**src/rtl/adc_pulse_gen_pkg.sv**
```systemverilog
// adc_pulse_gen_pkg: state encoding and lane helpers shared by adc_pulse_gen and its noise LFSR.
package adc_pulse_gen_pkg;
  typedef enum logic [2:0] {IDLE, NOISE, FST, SND, DONE} state_e;
  localparam int SAMPLE_PER_TDATA = 8;
  function automatic logic [15:0] lane_pack(input logic [11:0] v);
    return {v, 4'h0};
  endfunction
  function automatic logic [11:0] sat13(input logic signed [12:0] s);
    return (s > 13'sd2047) ? 12'h7ff : (s < -13'sd2048) ? 12'h800 : s[11:0];
  endfunction
endpackage

```
**src/rtl/adc_noise_lfsr.sv**
```systemverilog
// adc_noise_lfsr: 16-bit Fibonacci LFSR (taps 16,14,13,11, seed 0xACE1) decoded into per-lane -1/0/+1 offsets.
module adc_noise_lfsr
  import adc_pulse_gen_pkg::*;
#(
  parameter int LANES = SAMPLE_PER_TDATA
) (
  input  logic                  clk,
  input  logic                  rst,
  input  logic                  step_i,
  output logic [LANES-1:0][1:0] delta_o
);
  logic [15:0] lfsr_q, lfsr_d;
  always_comb lfsr_d = step_i ? {lfsr_q[14:0], lfsr_q[15] ^ lfsr_q[13] ^ lfsr_q[12] ^ lfsr_q[10]} : lfsr_q;
  always_ff @(posedge clk or posedge rst) begin
    if (rst) lfsr_q <= 16'hace1;
    else lfsr_q <= lfsr_d;
  end
  for (genvar j = 0; j < LANES; j++) begin : g_lane
    logic [1:0] code;
    assign code = lfsr_q[(2*j)%16 +: 2];
    assign delta_o[j] = (code == 2'd1) ? 2'b01 : (code == 2'd2) ? 2'b11 : 2'b00;
  end
endmodule

```
**src/rtl/adc_pulse_gen.sv**
```systemverilog
// adc_pulse_gen: AXI4-Stream ADC emulator emitting baseline noise and two-step pulses for trigger self-test.
// Define ADC_PULSE_GEN_LFSR_NOISE_EN for LFSR-driven noise instead of the fixed alternating +-1 pattern.
module adc_pulse_gen
  import adc_pulse_gen_pkg::*;
#(
  parameter int TDATA_WIDTH          = 128,
  parameter int ADC_RESOLUTION_WIDTH = 12,
  parameter int CNT_WIDTH            = 16,
  parameter int TIME_STAMP_WIDTH     = 48
) (
  input  logic                            CLK,
  input  logic                            RESET,
  input  logic                            ENABLE,
  input  logic [CNT_WIDTH-1:0]            NUM_PULSES,
  input  logic [ADC_RESOLUTION_WIDTH-1:0] BASELINE,
  input  logic [ADC_RESOLUTION_WIDTH-1:0] FST_HEIGHT,
  input  logic [ADC_RESOLUTION_WIDTH-1:0] SND_HEIGHT,
  input  logic [CNT_WIDTH-1:0]            FST_WIDTH,
  input  logic [CNT_WIDTH-1:0]            SND_WIDTH,
  input  logic [CNT_WIDTH-1:0]            INTERVAL,
  input  logic [TIME_STAMP_WIDTH-1:0]     CURRENT_TIME,
  input  logic                            TREADY,
  output logic [TDATA_WIDTH-1:0]          TDATA,
  output logic                            TVALID,
  output logic                            PULSE_START,
  output logic [TIME_STAMP_WIDTH-1:0]     PULSE_TIME,
  output logic [CNT_WIDTH-1:0]            PULSE_CNT,
  output logic                            BUSY
);
  localparam int SPT = TDATA_WIDTH / 16;
  localparam logic [CNT_WIDTH-1:0] ONE = 1;
  state_e state_q, state_d;
  logic [CNT_WIDTH-1:0] cnt_q, cnt_d, pcnt_q, pcnt_d, np_q, fw_q, sw_q, iv_q;
  logic [ADC_RESOLUTION_WIDTH-1:0] base_q, fh_q, sh_q;
  logic [TDATA_WIDTH-1:0] tdata_q, tdata_d, noise_w;
  logic [TIME_STAMP_WIDTH-1:0] ptime_q;
  logic tvalid_q, tvalid_d, pstart_q, pstart_d, adv, eop;
  logic signed [12:0] base13;
  assign base13 = {base_q[11], base_q};
`ifdef ADC_PULSE_GEN_LFSR_NOISE_EN
  logic [SPT-1:0][1:0] delta;
  adc_noise_lfsr #(.LANES(SPT)) u_lfsr (
    .clk    (CLK),
    .rst    (RESET),
    .step_i (tvalid_q & TREADY),
    .delta_o(delta)
  );
  for (genvar j = 0; j < SPT; j++) begin : g_lane
    assign noise_w[16*j +: 16] = lane_pack(sat13(base13 + $signed({{11{delta[j][1]}}, delta[j]})));
  end
`else
  for (genvar j = 0; j < SPT; j++) begin : g_lane
    assign noise_w[16*j +: 16] = lane_pack(sat13(base13 + ((j % 2 == 1) ? 13'sd1 : -13'sd1)));
  end
`endif
  // The sequencer advances each time a new word enters the output register.
  always_comb begin
    adv = !tvalid_q || TREADY;
    state_d = state_q;
    cnt_d = cnt_q;
    pcnt_d = pcnt_q;
    tdata_d = tdata_q;
    tvalid_d = tvalid_q;
    pstart_d = 1'b0;
    eop = 1'b0;
    case (state_q)
      IDLE: begin
        tvalid_d = tvalid_q && !TREADY;
        if (ENABLE) begin
          state_d = (INTERVAL == '0) ? FST : NOISE;
          cnt_d = '0;
          pcnt_d = '0;
        end
      end
      NOISE, DONE: begin
        if (!ENABLE) begin
          state_d = IDLE;
          tvalid_d = 1'b0;
        end else if (adv) begin
          tdata_d = noise_w;
          tvalid_d = 1'b1;
          cnt_d = cnt_q + ONE;
          if (state_q == NOISE && cnt_q + ONE == iv_q) begin
            state_d = FST;
            cnt_d = '0;
          end
        end
      end
      FST: if (adv) begin
        tdata_d = {SPT{lane_pack(fh_q)}};
        tvalid_d = 1'b1;
        pstart_d = cnt_q == '0;
        cnt_d = cnt_q + ONE;
        if (cnt_q + ONE >= fw_q) begin
          if (sw_q == '0) eop = 1'b1;
          else begin
            state_d = SND;
            cnt_d = '0;
          end
        end
      end
      SND: if (adv) begin
        tdata_d = {SPT{lane_pack(sh_q)}};
        tvalid_d = 1'b1;
        cnt_d = cnt_q + ONE;
        eop = cnt_q + ONE == sw_q;
      end
      default: state_d = IDLE;
    endcase
    if (eop) begin
      pcnt_d = pcnt_q + ONE;
      cnt_d = '0;
      state_d = (np_q != '0 && pcnt_d == np_q) ? DONE : !ENABLE ? IDLE : (iv_q == '0) ? FST : NOISE;
    end
  end
  always_ff @(posedge CLK or posedge RESET) begin
    if (RESET) begin
      state_q <= IDLE;
      cnt_q <= '0;
      pcnt_q <= '0;
      tdata_q <= '0;
      tvalid_q <= 1'b0;
      pstart_q <= 1'b0;
      ptime_q <= '0;
    end else begin
      state_q <= state_d;
      cnt_q <= cnt_d;
      pcnt_q <= pcnt_d;
      tdata_q <= tdata_d;
      tvalid_q <= tvalid_d;
      pstart_q <= pstart_d;
      if (pstart_d) ptime_q <= CURRENT_TIME;
    end
  end
  always_ff @(posedge CLK or posedge RESET) begin
    if (RESET) begin
      np_q <= '0;
      fw_q <= '0;
      sw_q <= '0;
      iv_q <= '0;
      base_q <= '0;
      fh_q <= '0;
      sh_q <= '0;
    end else if (state_q == IDLE && ENABLE) begin
      np_q <= NUM_PULSES;
      fw_q <= FST_WIDTH;
      sw_q <= SND_WIDTH;
      iv_q <= INTERVAL;
      base_q <= BASELINE;
      fh_q <= FST_HEIGHT;
      sh_q <= SND_HEIGHT;
    end
  end
  assign TDATA = tdata_q;
  assign TVALID = tvalid_q;
  assign PULSE_START = pstart_q;
  assign PULSE_TIME = ptime_q;
  assign PULSE_CNT = pcnt_q;
  assign BUSY = state_q != IDLE;
endmodule
```
**config.mk**
```make
export PLATFORM = sky130hd
export DESIGN_NAME = adc_pulse_gen
export DESIGN_NICKNAME = d
export VERILOG_FILES = /design/src/rtl/adc_pulse_gen_pkg.sv /design/src/rtl/adc_noise_lfsr.sv /design/src/rtl/adc_pulse_gen.sv
export SDC_FILE = /design/constraint.sdc
export NUM_CORES = 1
export LEC_CHECK = 0
export CORE_MARGIN = 3
export CORE_UTILIZATION = 60
export DETAILED_ROUTE_END_ITERATION = 12
export DONT_BUFFER_PORTS = 1
export PLACE_DENSITY = 0.76
export SYNTH_ARGS = -nofsm -noshare
export SYNTH_HDL_FRONTEND = slang
export SYNTH_SLANG_ARGS = --single-unit
```
**constraint.sdc**
```tcl
create_clock -name CLK -period 13.4 [get_ports CLK]
set_clock_uncertainty 0.05 [all_clocks]
set_input_delay 2.68 -clock CLK [delete_from_list [all_inputs] [get_ports CLK]]
set_output_delay 2.68 -clock CLK [all_outputs]
set_load 0.01 [all_outputs]
```
Word-level counts from Yosys, hierarchy flattened
Cells that the tools add are included.
- latch bits: 0
- register bits: 313
- RAM bits: 0
- bits of input ports: 152
- memories kept: 0
- memory bits (read-only): 0
- output and inout port bits: 195
- logic and storage cells: 113
- magnitude comparators: 5
- mux-type cells: 44
- bitwise operators: 0
- multiply operators: 0
- shifts and indexed selects: 0
- reductions and logical operators: 25
- divide/modulo/power cells: 0
- eq/ne operators: 21
- add/sub/neg operators: 4
- operators by type and width (kind ; number):
    $mux W128 ; 4
    $pmux W128 S3 ; 1
    $mux W16 ; 11
    $logic_not A16 Y1 ; 4
    $pmux W16 S4 ; 1
    $eq A16 B16 Y1 ; 3
    $mux W12 ; 4
    $add A16 B1 Y16 const B ; 2
    $mux W3 ; 9
    $gt A13 B12 Y1 const B ; 2
    $lt A13 B12 Y1 const B ; 2
    $ne A3 B3 Y1 const B ; 7
    $ge A16 B16 Y1 ; 1
    $reduce_bool A16 Y1 ; 1
    $add A12 B1 Y13 const B ; 1
    $add A12 B2 Y13 const B ; 1
    $pmux W3 S4 ; 1
    $ne A2 B2 Y1 const B ; 5
    $reduce_bool A3 Y1 ; 3
    $mux W1 ; 8
    $ne A4 B4 Y1 const B ; 2
    $reduce_and A7 Y1 ; 1
    $eq A3 B2 Y1 const B ; 2
    $mux W2 ; 3
    other kinds (14) ; 20

Logic depth before layout (Yosys ltp)
Gate-level depths: netlist (run 1).
- depth after elaboration: 8
- depth in mapped cells: 18
- mapped depth without buffers: 15

Worst setup path before layout (run 1)
Ideal clock, no wire load.
- path type: input to register
- from: in TREADY
- to: reg ptime_q[0], in the netlist PULSE_TIME[0]
- path buffers: 3
- slack: 8.643 ns
- stages: 7
- data arrival time: 4.583 ns
- setup time: 0.125 ns
- data required time: 13.225 ns
- cell sequence: nand2b_1 > clkbuf_1 > nand2_1 > nor4_1 > clkbuf_1 > buf_1 > mux2_2
- cells in the longest elaborated chain, start to end: 3
- ends and longest elaborated chain (what ; line ; source):
    start: declaration ; adc_pulse_gen.sv:22 ; input logic TREADY,
    $logic_or A1 B1 Y1 ; adc_pulse_gen.sv:58 ; adv = !tvalid_q || TREADY;
    $mux W1 ; adc_pulse_gen.sv:89 ; FST: if (adv) begin
    $mux W1 ; adc_pulse_gen.sv:66 ; case (state_q)
    end signal: assignment ; adc_pulse_gen.sv:124 ; ptime_q <= '0;
    end signal: assignment ; adc_pulse_gen.sv:132 ; if (pstart_d) ptime_q <= CURRENT_TIME;
    end: declaration ; adc_pulse_gen.sv:36 ; logic [TIME_STAMP_WIDTH-1:0] ptime_q;
No other way between the ends.
A chain may end at the register's enable or synchronous reset.

Worst setup path in the final report (run 1)
- from: reg cnt_q[0]
- to: reg state_q[0]
- cells in the longest elaborated chain, start to end: 7
- elaborated cells on any way between the ends: 18
- those cells by class: 1 x add/sub; 1 x order compare; 9 x eq/ne; 5 x mux; 2 x reduce/logical
- ends and longest elaborated chain (what ; line ; source):
    start: declaration ; adc_pulse_gen.sv:33 ; logic [CNT_WIDTH-1:0] cnt_q, cnt_d, pcnt_q, pcnt_d, np_q, fw_q, sw_q, iv_q;
    start signal: assignment ; adc_pulse_gen.sv:127 ; cnt_q <= cnt_d;
    $add A16 B1 Y16 (*) ; adc_pulse_gen.sv:83, adc_pulse_gen.sv:94, adc_pulse_gen.sv:106 ;
    $ge A16 B16 Y1 ; adc_pulse_gen.sv:94 ; if (cnt_q + ONE >= fw_q) begin
    $mux W1 ; adc_pulse_gen.sv:94 ;
    $mux W1 ; adc_pulse_gen.sv:89 ;
    $pmux W1 S2 ; adc_pulse_gen.sv:66 ;
    $ne A4 B4 Y1 (no line), or another cell as far along ; - ;
    $reduce_and A7 Y1 (no line) ; - ;
    end signal: assignment ; adc_pulse_gen.sv:126 ; state_q <= state_d;
    end: declaration ; adc_pulse_gen.sv:32 ; state_e state_q, state_d;
Mark *: on every way between the ends. The rest lies on a longest branch, timed or not.

==> results.txt, run 1 <==
Die area = 22,290 sq um
DRC errors left = 0
Post-CTS Setup Inserts = 0
Power Density = 235.7 nW/um^2
CTS Hold Buffers Added = 0
First-pass GRT wire length = 50,630 um
Placed cell count = 1,489
Xor-xnor portion of the synthesized cell area = 0.06631
CTS H-tree lvls = 1
Clock transition at the registers of the reported paths = 60 ps
Final Hold Viols = 0
Compound-Gate Fraction of Synth Area = 0.1027
TritonCTS buffer count = 23
Layout cells sized above 1 = 0.09278
EDFF count, synth = 0
Post-synth top flop = dfrtp_1
WP data required = 13,790 ps
Die Wd = 149.3 um
TritonCTS clock tree = done
Mapped Area = 12,320 sq um
Simple-gate share of the synthesized area = 0.2120
Min-Delay Path Class = reg2reg
Core Area = 19,850 sq um
DP Wirelength = 23,000 um
CTS resizes = 0
CP Launch Type = flip-flop
Clk network pwr share = 0.220
Root Buffer = clkbuf_16
I/O Pins = 347
Final WS setup = 8659 ps
Synth unique cells = 77
Switching share of power = 0.4152
Clock period minus worst slack = 4741 ps
DP Area = 11,750 sq um
IO Port Bufs = 0
Place WS = 8429 ps
Clock sinks = 209
Most frequent cells in the layout = 327 x nand2_1, 209 x dfrtp_1, 64 x nor2_1, 57 x o21ai_0, 56 x mux2_2
TNS Setup = 0 ps
Die Y = 149.3 um
Area growth syn-to-layout = 1.696%
Initial Util = 0.6209
Nets = 1,424
Syn_area_per_cell = 9.020 sq um
FMAX = 210.9 MHz
Flop pwr share = 0.442
NetSw = 1.226 mW
Fin Hold WS = 422.4 ps
Total GRT Usage = 0.2818
Flops & latches, synth = 209
Nature of the critical path endpoint = flip-flop
Util after Layout = 0.6314
Skew-Pair Late Insertion Delay = 520 ps
GRT Residual Overflow = 0
Vias per cell = 6.122
Main combinational cell family by area after synthesis = simple AND/OR/NAND/NOR gates
CTS Buffer Depth = 3
Initial antenna violation count = 1
Async S/R FF share, synth = 1.000
Pin count of the biggest net entering global routing = 131
Peak VDD IR = 152.3 uV
Vias in the first global route = 9,322
Pre-antenna DRT Iters = 9
WL/cell = 20.62 um
Crit path DAT = 5130 ps
Seq/Total Area, Yosys = 0.4245
Post-Synth Adder-Cell Area = 0.02417
Iteration-0 DRC Markers = 811
Design area = 12,530 sq um
Final period utilization = 0.3538
Mux cell area share after synthesis = 0.06824
Vias post-DR = 9,342
Drt total wl = 31,470 um
Syn Inst Count = 1,366
Final Power = 2.954 mW
RSZ-0062 raised after global routing = no
GPL Wtd Cong = 1.040
Number of synthesis warnings = 0
Final max-slew violation count = 0
Max-slew headroom = 0.2066
Comb pwr share = 0.338
Status = complete, no violations
Crit-path max FO = 20
Final setup fails = 0
FP Rows = 51
Least-Margin Pin Slew = 1190 ps
Commonest non-fill, non-tap cell in the layout = nand2_1
Antenna fix cells = 0
Cell internal pwr = 1.727 mW
Max-cap violations = 0
Finished Layout Cells = 1,526
WS Path Type = reg2reg
Final ANT Viol Nets = 0
P_leak = 5.780 nW
-- path summary, 6_finish.rpt --
| kind | startpoint | endpoint | cells after the start | slack (ps) |
|---|---|---|---|---|
| worst max register to register | cnt_q[0] | state_q[0] | 14 | 8660 |
| min in group asynchronous | RESET | PULSE_TIME[40] | 1 | 2150 |
| worst min-delay path | fh_q[8] | fh_q[8] | 2 | 420 |
| worst min register to register | fh_q[8] | fh_q[8] | 2 | 420 |
| worst max-delay path | cnt_q[0] | state_q[0] | 14 | 8660 |
| max in group asynchronous | RESET | cnt_q[3] | 2 | 9630 |
-- registers in the layout, summed over array words and instances, names as in the netlist --
register	cells
PULSE_TIME	48
TDATA	24
PULSE_CNT	16
cnt_q	16
fw_q	16
iv_q	16
np_q	16
sw_q	16
base_q	12
fh_q	12
sh_q	12
state_q	3
PULSE_START	1
TVALID	1
-- Yosys cell counts (all sizes together), types with 18 or more instances --
cell | number | area (sq um)
o21ai | 58 | 290.3
a21oi | 24 | 120.1
inv | 42 | 157.7
dfrtp | 209 | 5230
nor3 | 21 | 110.1
nand2 | 327 | 1227
nor4 | 38 | 265.3
mux2 | 56 | 630.6
ha | 23 | 287.8
nand3 | 29 | 157.7
xor2 | 34 | 305.3
clkbuf | 56 | 210.2
nor2 | 65 | 244.0
nand4 | 18 | 133.9
mux2i | 21 | 210.2
buf | 124 | 887.1
xnor2 | 48 | 420.4
-- cells by family after synthesis --
family	count (synthesis)
fa+ha+maj	24
buf+inv	222
mux	77
compound gates	181
simple gates	566
other cells	1
flops	209
xor+xnor	86
-- power by group through the flow --
| stage | logic [mW] | registers (mW) | clock network (mW) |
|---|---|---|---|
| finish | 0.998 | 1.30 | 0.651 |
| detailed placement | 0.991 | 1.31 | 0 |
| global placement | 0.954 | 1.31 | 0 |
| global route | 1.13 | 1.35 | 0.688 |
| floorplan | 1.05 | 1.12 | 0 |
| CTS | 0.995 | 1.30 | 0.663 |
-- cell type report --
| type | instances | area, sq um |
|---|---|---|
| Fill cell | 1661 | 7315 |
| Timing Repair Buffer | 7 | 52.55 |
| Clock inverter | 7 | 127.6 |
| Tap cell | 265 | 331.6 |
| Inverter | 42 | 165.2 |
| Sequential cell | 209 | 5230 |
| Clock buffer | 30 | 651.9 |
| Multi-Input combinational cell | 966 | 5972 |
-- critical path: stages, from the launching register on --
cell and delay, ps:
dfrtp_1 520, ha_1 340, nand2_1 200, nor3_1 800
xnor2_1 300, inv_1 110, ha_1 300, nor2b_1 130
o21ai_0 90, a221oi_1 330, o2bb2ai_1 300, and3_1 260
a31o_2 390, mux2_2 390, o2bb2ai_1 150
-- per-layer routing --
metal  GRT usage  vias up  part of all wire
met4     0.08146        2             0.032
met5           0        -           0.00022
met2      0.4352      499              0.46
met3     0.07566       75              0.10
li1            -     4305                 -
met1      0.3944     4461              0.40
No activity file was read; power rests on OpenSTA's default activity.
==> run 2: changes to the inputs <==
clock period = 4.7 ns   (was 13.4 ns; I/O delays follow)
==> results.txt, run 2 (same netlist as run 1, synthesis figures left out) <==
Status = complete, no violations (unchanged)
CTS resizes = 0 (unchanged)
TritonCTS buffer count = 23 (unchanged)
Least-Margin Pin Slew = 1003 ps (was 1190 ps)
RSZ-0062 raised after global routing = no (unchanged)
Nature of the critical path endpoint = flip-flop (unchanged)
Nets = 1,440 (was 1,424)
GRT Residual Overflow = 0 (unchanged)
CP Launch Type = flip-flop (unchanged)
FP Rows = 51 (unchanged)
Final period utilization = 0.9476 (was 0.3538)
Initial antenna violation count = 0 (was 1)
WL/cell = 20.53 um (was 20.62 um)
First-pass GRT wire length = 50,080 um (was 50,630 um)
Die area = 22,290 sq um (unchanged)
Initial Util = 0.6209 (unchanged)
TNS Setup = 0 ps (unchanged)
Slowest Stage Delay on Critical Path = 590 ps (was 800 ps)
Min-Delay Path Class = reg2reg (unchanged)
DP Wirelength = 23,520 um (was 23,000 um)
Final max-slew violation count = 0 (unchanged)
Total GRT Usage = 0.2807 (was 0.2818)
P_leak = 5.865 nW (was 5.780 nW)
Vias post-DR = 9,300 (was 9,342)
Core Area = 19,850 sq um (unchanged)
Final WS setup = 246.5 ps (was 8659 ps)
TritonCTS clock tree = done (unchanged)
CTS H-tree lvls = 1 (unchanged)
Skew-Pair Late Insertion Delay = 530 ps (was 520 ps)
Drt total wl = 31,720 um (was 31,470 um)
Peak VDD IR = 390.3 uV (was 152.3 uV)
Vias in the first global route = 9,257 (was 9,322)
Layout cells sized above 1 = 0.1063 (was 0.09278)
R2r endpoint = state_q[1] (was state_q[0])
Root Buffer = clkbuf_16 (unchanged)
Pin count of the biggest net entering global routing = 89 (was 131)
Crit. Startpoint = cnt_q[0] (unchanged)
Power Density = 670.3 nW/um^2 (was 235.7 nW/um^2)
Final setup fails = 0 (unchanged)
FMAX = 224.5 MHz (was 210.9 MHz)
DRC errors left = 0 (unchanged)
Most frequent cells in the layout = 327 x nand2_1, 209 x dfrtp_1, 64 x nor2_1, 57 x o21ai_0, 56 x mux2_2 (unchanged)
Area growth syn-to-layout = 3.107% (was 1.696%)
Max reg flops = 48 (unchanged)
Worst r2r path cells = 14 (unchanged)
Worst reg-to-reg setup slack = 250 ps (was 8660 ps)
CTS Hold Buffers Added = 0 (unchanged)
IO Port Bufs = 0 (unchanged)
WS Path Type = reg2reg (unchanged)
Vias per cell = 6.019 (was 6.122)
Reg2reg start = cnt_q[0] (unchanged)
Iteration-0 DRC Markers = 603 (was 811)
Clock transition at the registers of the reported paths = 60 ps (about the same)
Final ANT Viol Nets = 0 (unchanged)
Clock period minus worst slack = 4453 ps (was 4741 ps)
Die Wd = 149.3 um (unchanged)
Place WS = 311.4 ps (was 8429 ps)
WP data required = 5050 ps (was 13,790 ps)
I/O Pins = 347 (unchanged)
Post-CTS Setup Inserts = 0 (unchanged)
Max-cap violations = 0 (unchanged)
Final Hold Viols = 0 (unchanged)
Clock sinks = 209 (unchanged)
Max-slew headroom = 0.3303 (was 0.2066)
Pre-antenna DRT Iters = 5 (was 9)
Hold Crit Start = fh_q[8] (unchanged)
CP cell instances = ha_2, nand2_1, or4_1, nor2_1, xnor2_1, inv_1, ha_1, o21ai_0, a221oi_1, o2bb2ai_1, nand3_1, nand2_1, mux2_2, mux2_2 (was ha_1, nand2_1, nor3_1, xnor2_1, inv_1, ha_1, nor2b_1, o21ai_0, a221oi_1, o2bb2ai_1, and3_1, a31o_2, mux2_2, o2bb2ai_1)
GPL Wtd Cong = 0.9910 (was 1.040)
Commonest non-fill, non-tap cell in the layout = nand2_1 (unchanged)
CTS Buffer Depth = 3 (unchanged)
Slowest CP cell = or4_1 (was nor3_1)
Crit path DAT = 4810 ps (was 5130 ps)
Antenna fix cells = 0 (unchanged)
Die Y = 149.3 um (unchanged)
Crit-path max FO = 9 (was 20)
Critical Path End = state_q[1] (was state_q[0])
==> run 2: layout make-up <==
cell class	instances	area, sq um
clock buffer	30	641.9
clock inverter	10	158.9
fill	1639	7141
inverter	42	161.4
multi-input combinational	966	5983
sequential	209	5230
tap	265	331.6
timing repair buffer	23	197.7
==> run 2: how the worst min path moves through the flow <==
| stage | endpoint | slack, ps | depth (start not counted) |
|---|---|---|---|
| finish | fh_q[8] | 420 | 2 |
| global route | iv_q[11] | 450 | 2 |
| CTS | fh_q[8] | 430 | 2 |
| detailed placement | fh_q[8] | 410 | 2 |
| global placement | fh_q[10] | 410 | 2 |
| floorplan | fh_q[0] | 390 | 2 |
==> run 2: stage by stage <==
stage	hold slack (ps)	cell area, sq um	std cells	power [mW]	util
final	424.9	12700	1545	8.515	0.6402
after global routing	446.8	12700	1545	9.124	0.6402
after CTS	426.1	12690	1545	8.543	0.6396
after detailed placement	411.8	11890	1505	6.606	0.5993
after global placement	406.4	11890	1505	6.518	0.5993
after floorplan	395.0	12440	1397	6.193	-
==> run 2: power breakdown <==
group	internal (mW)	switching (mW)	total (mW)
sequential	2.55	1.17	3.72
clock	1.14	0.758	1.90
combinational	1.26	1.63	2.90
==> run 2: worst max-delay path: cells and delay by family, from the launching register on <==
kind / cells / cell delay (ps)
buffers and inverters: 1 / 90
XOR/XNOR: 1 / 190
adder cells (fa/ha/maj): 2 / 630
AND/OR/NAND/NOR: 5 / 1490
flip-flops: 1 / 540
AO/OA/AOI/OAI: 3 / 720
multiplexers: 2 / 620
==> run 2: metal layers <==
| metal | track usage | wire [um] | part of all wire |
|---|---|---|---|
| met1 | 0.3917 | 13550 | 0.43 |
| met2 | 0.4390 | 14370 | 0.45 |
| met3 | 0.07353 | 2908 | 0.092 |
| met4 | 0.07551 | 893 | 0.028 |
| met5 | 0 | 0 | 0 |
==> run 3: changes to the inputs <==
CTS_BUF_LIST = sky130_fd_sc_hd__clkbuf_2   (was not set)
SKIP_LAST_GASP = 1   (was not set)
==> results.txt, run 3 (same netlist as run 1, synthesis figures left out) <==
Post-CTS Setup Inserts = 0 (unchanged)
Slowest Stage Delay on Critical Path = 590 ps (about the same)
Iteration-0 DRC Markers = 599 (was 603)
NetSw = 3.489 mW (was 3.560 mW)
GRT Residual Overflow = 0 (unchanged)
TritonCTS clock tree = done (unchanged)
WL/cell = 19.83 um (was 20.53 um)
Commonest non-fill, non-tap cell in the layout = nand2_1 (unchanged)
CP Launch Type = flip-flop (unchanged)
FP Rows = 51 (unchanged)
Max reg flops = 48 (unchanged)
Vias in the first global route = 9,458 (was 9,257)
Crit path max-delay family = simple AND/OR/NAND/NOR gates (unchanged)
Clock transition at the registers of the reported paths = 120 ps (was 60 ps)
DRC errors left = 0 (unchanged)
Nets = 1,467 (was 1,440)
Drt total wl = 31,530 um (was 31,720 um)
Die Wd = 149.3 um (unchanged)
WS Path Type = reg2reg (unchanged)
FMAX = 227.7 MHz (was 224.5 MHz)
Nature of the critical path endpoint = flip-flop (unchanged)
Layout cells sized above 1 = 0.1337 (was 0.1063)
Max-slew headroom = 0.3270 (was 0.3303)
Design area = 12,320 sq um (was 12,700 sq um)
Max-cap violations = 0 (unchanged)
P_leak = 5.809 nW (was 5.865 nW)
RSZ-0062 raised after global routing = no (unchanged)
Initial antenna violation count = 1 (was 0)
Vias post-DR = 9,463 (was 9,300)
Clock sinks = 209 (unchanged)
TNS Setup = 0 ps (unchanged)
Comb pwr share = 0.374 (was 0.340)
Crit path DAT = 5020 ps (was 4810 ps)
Final setup fails = 0 (unchanged)
Flop pwr share = 0.481 (was 0.437)
Most frequent cells in the layout = 327 x nand2_1, 209 x dfrtp_1, 73 x clkbuf_2, 64 x nor2_1, 57 x o21ai_0 (was 327 x nand2_1, 209 x dfrtp_1, 64 x nor2_1, 57 x o21ai_0, 56 x mux2_2)
Skew-Pair Late Insertion Delay = 800 ps (was 530 ps)
TritonCTS buffer count = 50 (was 23)
DP Wirelength = 23,520 um (unchanged)
Core Area = 19,850 sq um (unchanged)
WP data required = 5330 ps (was 5050 ps)
Cell internal pwr = 4.223 mW (was 4.956 mW)
Worst reg-to-reg setup slack = 310 ps (was 250 ps)
Least-Margin Pin Slew = 1007 ps (was 1003 ps)
Status = complete, no violations (unchanged)
Reg2reg start = cnt_q[0] (unchanged)
Power Density = 626.1 nW/um^2 (was 670.3 nW/um^2)
Slowest CP cell = or4_1 (unchanged)
Peak VDD IR = 326.1 uV (was 390.3 uV)
Min-Delay Path Class = in2async (was reg2reg)
Die area = 22,290 sq um (unchanged)
GPL Wtd Cong = 0.9910 (unchanged)
Crit. Startpoint = cnt_q[0] (unchanged)
I/O Pins = 347 (unchanged)
Clock period minus worst slack = 4392 ps (was 4453 ps)
Buffers and inverters on the worst path = 2 (was 1)
CP cell instances = ha_2, nand2_1, or4_1, nor2_1, xnor2_1, inv_1, ha_1, nor4_1, a221oi_1, o2bb2ai_1, a21oi_1, a211oi_1, buf_4, nor3_2, mux2_2 (was ha_2, nand2_1, or4_1, nor2_1, xnor2_1, inv_1, ha_1, o21ai_0, a221oi_1, o2bb2ai_1, nand3_1, nand2_1, mux2_2, mux2_2)
DP Area = 11,890 sq um (unchanged)
Final max-slew violation count = 0 (unchanged)
Final Hold Viols = 0 (unchanged)
Total GRT Usage = 0.2805 (was 0.2807)
Crit-path max FO = 15 (was 9)
Filler instances = 1,728 (was 1,639)
Root Buffer = clkbuf_2 (was clkbuf_16)
Area growth syn-to-layout = -0.04072% (was 3.107%)
Pin count of the biggest net entering global routing = 89 (unchanged)
Clk network pwr share = 0.145 (was 0.223)
Final period utilization = 0.9344 (was 0.9476)
Vias per cell = 5.952 (was 6.019)
CTS Buffer Depth = 3 (unchanged)
First-pass GRT wire length = 49,980 um (was 50,080 um)
Area of the multi-input gates = 5974 sq um (was 5983 sq um)
Final ANT Viol Nets = 0 (unchanged)
Initial Util = 0.6209 (unchanged)
Switching share of power = 0.4524 (was 0.4180)
IO Port Bufs = 0 (unchanged)
Die Y = 149.3 um (unchanged)
Pre-antenna DRT Iters = 6 (was 5)
CTS H-tree lvls = 2 (was 1)
Seq. cell area = 5230 sq um (unchanged)
run 3: cell types whose count changed in the layout (fill, tap and decap cells not counted), sizes merged:
cell / previous run / this run
bufinv: 3 / 0
clkinvlp: 4 / 2
diode: 0 / 1
clkbuf: 30 / 73
clkinv: 1 / 9
inv: 44 / 42
run 3: final timing paths:
| check | endpoint | cells past startpoint |
|---|---|---|
| setup reg to reg | cnt_q[0] | 15 |
| max in group asynchronous | PULSE_CNT[0] | 2 |
| hold reg to reg | fh_q[8] | 2 |
| setup / recovery | cnt_q[0] | 15 |
| hold / removal | np_q[6] | 1 |
| min in group CLK | np_q[5] | 2 |
run 3: per-layer routing:
| layer | vias up | routed length (um) | track usage |
|---|---|---|---|
| li1 | 4426 | - | - |
| met1 | 4543 | 13130 | 0.3863 |
| met2 | 442 | 14490 | 0.4309 |
| met3 | 52 | 3214 | 0.08630 |
| met4 | 0 | 700 | 0.08375 |
| met5 | - | 0 | 0 |
run 3: what timing repair did:
| action | in CTS | in global routing |
|---|---|---|
| resized for setup | 0 | 1 |
| setup endpoints to repair | 0 | 3 |
| hold buffers | 0 | 0 |
run 3: final cells by class:
| cell class | count | area share |
|---|---|---|
| clock inverters | 11 | 0.004368 |
| clock buffers | 73 | 0.02966 |
| multi-input cells | 966 | 0.4851 |
| flip-flops and latches | 209 | 0.4246 |
| well taps | 265 | 0.02692 |
| repair buffers | 23 | 0.01605 |
| inverters | 42 | 0.01310 |
| diodes | 1 | 0.0002032 |
run 3: metrics by stage:
stage               power, mW  hold slack [ps]  utilization  instances  setup WS, ps
finish                  7.712            169.1       0.6206       1590         308.5
global route            8.349            91.59       0.6206       1590         45.54
CTS                     7.751            102.2       0.6204       1589         294.5
detailed placement      6.606            411.8       0.5993       1505         311.4
global placement        6.518            406.4       0.5993       1505         446.9
floorplan               6.193            395.0            -       1397         731.5
run 3: power by group through the flow:
stage | clock network (mW) | registers [mW] | logic [mW]
2_1_floorplan | 0 | 3.20 | 3.00
3_3_place_gp | 0 | 3.72 | 2.79
3_5_place_dp | 0 | 3.74 | 2.87
4_1_cts | 1.16 | 3.71 | 2.88
5_1_grt | 1.25 | 3.85 | 3.25
6_report | 1.12 | 3.71 | 2.88
